==> src/rtl/bin2bcd_serial.sv <==
// bin2bcd_serial: serial shift-and-add-3 binary to BCD converter, one bit per clock
//   clk, rst_n      clock, asynchronous active-low reset
//   start, bin_in   conversion request and operand, sampled only while idle
//   busy, done      conversion in progress, one-cycle result-updated pulse
//   bcd_out         DIGITS BCD digits, digit 0 (ones) in the low nibble
//   overflow        bin_in did not fit in DIGITS digits; bcd_out holds bin_in mod 10^DIGITS
module bin2bcd_serial #(
  parameter int BIN_W  = 8,
  parameter int DIGITS = 3
) (
  input  logic                  clk,
  input  logic                  rst_n,
  input  logic                  start,
  input  logic [BIN_W-1:0]      bin_in,
  output logic                  busy,
  output logic                  done,
  output logic [4*DIGITS-1:0]   bcd_out,
  output logic                  overflow
);
  localparam int SW = 4 * DIGITS;
  localparam int CW = BIN_W > 1 ? $clog2(BIN_W) : 1;
  typedef enum logic {IDLE, SHIFT} state_t;
  state_t r_state, w_next;
  logic [BIN_W-1:0] r_bin;
  logic [SW-1:0] r_scr, w_adj, w_scr_nxt, r_bcd;
  logic [CW-1:0] r_cnt;
  logic r_ovf, r_overflow, r_done, w_accept, w_last, w_ovf_nxt;
  for (genvar g = 0; g < DIGITS; g++) begin : g_adj
    assign w_adj[4*g+:4] = r_scr[4*g+:4] >= 4'd5 ? r_scr[4*g+:4] + 4'd3 : r_scr[4*g+:4];
  end
  // the bit pushed out of the top digit is a carry into a digit we do not keep
  assign w_scr_nxt = {w_adj[SW-2:0], r_bin[BIN_W-1]};
  assign w_ovf_nxt = r_ovf | w_adj[SW-1];
  assign w_last    = r_cnt == CW'(BIN_W - 1);
  always_comb begin
    w_accept = r_state == IDLE && start;
    w_next   = w_accept ? SHIFT : (r_state == SHIFT && w_last) ? IDLE : r_state;
  end
  always_ff @(posedge clk or negedge rst_n) begin
    if (!rst_n) r_state <= IDLE;
    else        r_state <= w_next;
  end
  always_ff @(posedge clk or negedge rst_n) begin
    if (!rst_n) begin
      r_bin      <= '0;
      r_scr      <= '0;
      r_cnt      <= '0;
      r_ovf      <= 1'b0;
      r_bcd      <= '0;
      r_overflow <= 1'b0;
      r_done     <= 1'b0;
    end else begin
      r_done <= 1'b0;
      if (w_accept) begin
        r_bin <= bin_in;
        r_scr <= '0;
        r_cnt <= '0;
        r_ovf <= 1'b0;
      end else if (r_state == SHIFT) begin
        {r_scr, r_bin} <= {w_scr_nxt, r_bin[BIN_W-2+1:0] << 1} >> 0;
        r_ovf <= w_ovf_nxt;
        r_cnt <= r_cnt + 1'b1;
        if (w_last) begin
          r_bcd      <= w_scr_nxt;
          r_overflow <= w_ovf_nxt;
          r_done     <= 1'b1;
        end
      end
    end
  end
  assign busy     = r_state == SHIFT;
  assign done     = r_done;
  assign bcd_out  = r_bcd;
  assign overflow = r_overflow;
endmodule
==> config.mk <==
export PLATFORM = sky130hd
export DESIGN_NAME = bin2bcd_serial
export DESIGN_NICKNAME = d
export VERILOG_FILES = /design/src/rtl/bin2bcd_serial.sv
export SDC_FILE = /design/constraint.sdc
export NUM_CORES = 1
export LEC_CHECK = 0
export ABC_AREA = 1
export ABC_CLOCK_PERIOD_IN_PS = 1600
export CORE_ASPECT_RATIO = 2
export CORE_MARGIN = 3
export CORE_UTILIZATION = 42
export CTS_BUF_LIST = sky130_fd_sc_hd__clkbuf_4 sky130_fd_sc_hd__clkbuf_8
export DETAILED_ROUTE_END_ITERATION = 8
export PLACE_DENSITY = 0.71
export SLEW_MARGIN = 20
export SYNTH_ARGS = -nofsm -noshare
export SYNTH_HDL_FRONTEND = slang
export SYNTH_SLANG_ARGS = --single-unit
==> constraint.sdc <==
create_clock -name clk -period 1.6 [get_ports clk]
set_input_delay 0.24 -clock clk [delete_from_list [all_inputs] [get_ports clk]]
set_output_delay 0.24 -clock clk [all_outputs]
set_load 0.1 [all_outputs]
==> flow_metrics.tcl <==
set metrics [dict create \
    die_w_um 53.4 \
    area_growth_syn_to_layout_pct 28.6 \
    io_pins 26 \
    ys.flop_type "dfrtp_1" \
    hold_violations 0 \
    drc 0 \
    clkSinkCount 39 \
    core-area_um2 4210 \
    grt.overflow.total 0 \
    required_ns 1.36 \
    synth_area_leader_cell "dfrtp_1" \
    cts_buffers 5 \
    cp_max_fo 17 \
    finalClockSkew_ns 0.00680 \
    rrSetupSlack_ns 0.19 \
    wl_per_cell_um 13.0 \
    wl_met2_um 2210 \
    slowest_delay_ns 0.65 \
    antenna_found_initial 0 \
    drtAntennaViolNets 0 \
    fp-row-count 33 \
    die_h_um 101 \
    drt_iter0_drc 19 \
    cp_top_family "flip-flops" \
    tns_ns 0 \
    hold_class "input port to async pin" \
    synth_seq_cells 39 \
    gp_congestion 0.866 \
    avgSynthCellArea_um2 8.94 \
    status "completed" \
    final_area_um2 2430 \
    yosysWarnings 0 \
    syn_nets 230 \
    yosysMostFrequentCell "nand2_1" \
    finalNetCount 259 \
    syn_inst 211 \
    wl_met3_um 104 \
    period_needed_ns 1.43 \
    maxSlewViolCount 0 \
    cts_resized 0 \
    critPathLaunchType "flip-flop" \
    worst_path_max_delay_cell "dfrtp_2" \
    floorplan.die_area_um2 5380 \
    drt-total-wl_um 3820 \
    crit_arrival_ns 1.19 \
    place_area_um2 2300 \
    clock_latency_ns 0.29 \
    async_flop_share 1.00 \
    end_kind "primary output" \
    r2r_cells 8 \
    synth_area_um2 1890 \
    vias_per_cell 5.04 \
    r2r_start "r_scr[0]$_DFFE_PN0P_" \
    dr_total_vias 1478 \
    period_share 0.892 \
    worstReg2RegEnd "r_scr[1]$_DFFE_PN0P_" \
    crit_chain "buf_12" \
    relSlewSlack 0.691 \
    yosysSeqAreaShare 0.517 \
    rsz0062_at_grt "no" \
    max_freq_ghz 0.701 \
    critical_path_class "flip-flop to primary output" \
    synthTopCellsByArea "dfrtp_1 52%, nand2_1 14%, nand3_1 6.1%" \
    synth_edf_count 0 \
    io_buffers 25 \
    clk_pin_slew_ns 0.08 \
    grt_max_degree 22 \
    worstMarginPinSlew_ns 0.464 \
    grt_pass1_vias 1555 \
    grt_pass1_wl_um 6930 \
    root_buffer "clkbuf_8" \
    grt_usage 0.175 \
    maxUsedRoutingLayer "met4" \
    crit_buf_inv 1 \
    drive_gt1_frac 0.162 \
    synth_top_area_share 0.517 \
    dr.pass1.iters 4 \
    cts_tree "done" \
    ys_types 23 \
    initial_core_util 0.448 \
    wl_met1_um 1410 \
    synth_common_cells "68 x nand2_1, 39 x dfrtp_1, 23 x inv_1, 23 x nand3_1, 9 x o21ai_0" \
    clockBufferDepth 2 \
    setup_viol 0 \
    dp_hpwl_um 2990 \
    htree_levels 2 \
    drv_cap 0 \
    n_antenna_cell 0 \
]
layout by cell type, fill, tap and decap left out, types with 2 or more instances in the layout:
master,count
nand2_1,68
dfrtp_1,38
inv_1,23
nand3_1,23
buf_12,15
o21ai_0,9
clkdlybuf4s50_1,9
ha_1,8
o221ai_1,5
clkbuf_8,5
nor2_1,4
a21oi_1,4
o22ai_1,4
buf_4,3
nand2_4,2
o21ai_2,2
o21ai_1,2
a22o_1,2
o211ai_2,2
o211ai_1,2
layout make-up:
class                           count  area [um2]
Fill cell                         385        1780
Sequential cell                    39         977
Multi-Input combinational cell    139         739
Timing Repair Buffer               29         428
Inverter                           26         105
Clock buffer                        5        68.8
Tap cell                           52        65.1
Clock inverter                      3        43.8
metrics by stage:
stage / cells / worst slack, ns / utilization / hold slack (ns)
6_report: 293 / 0.173 / 0.576 / 0.426
5_1_grt: 293 / 0.0512 / 0.576 / 0.473
4_1_cts: 293 / 0.171 / 0.576 / 0.435
3_5_place_dp: 284 / 0.221 / 0.547 / 0.216
3_3_place_gp: 284 / 0.263 / 0.547 / 0.218
2_1_floorplan: 211 / 0.216 / - / -0.0556
cells by family (layout without fill, tap and decap cells):
group                    Yosys count  in the layout  synth area share
flip-flops                        39             39             0.517
buffers and inverters             33             63            0.0908
adder cells (fa/ha/maj)            8              8            0.0531
AND/OR/NAND/NOR                   99             99             0.223
AO/OA/AOI/OAI                     32             32             0.116
layer usage:
metal	up-vias	GRT usage
met1	700	0.184
met2	27	0.311
met3	7	0.0370
met4	0	0.0906
li1	744	-
met5	-	0
what timing repair did:
| item | in CTS | in global routing |
|---|---|---|
| hold buffers | 1 | 0 |
| buffers inserted | 0 | 0 |
| hold endpoints to repair | 19 | 0 |
sequential cells by signal (all words and copies together), names as in the netlist:
register	cells
bcd_out	12
busy	1
done	1
overflow	1
r_bin	8
r_cnt	3
r_ovf	1
r_scr	12
worst max-delay path by stage:
stage,cells past startpoint,endpoint,slack [ns],start
after floorplan,7,r_bin[3]$_DFFE_PN0P_,0.22,busy$_DFFE_PN0P_
after global placement,10,r_scr[10]$_DFFE_PN0P_,0.26,r_scr[8]$_DFFE_PN0P_
after detailed placement,5,r_cnt[1]$_DFFE_PN0P_,0.22,start
after CTS,1,busy,0.17,busy$_DFFE_PN0P_
after global routing,10,r_scr[10]$_DFFE_PN0P_,0.05,r_scr[8]$_DFFE_PN0P_
final,1,busy,0.17,busy$_DFFE_PN0P_
Power is not shown: default switching activity piles up to over one toggle a cycle in this logic, so the estimate is an artifact.
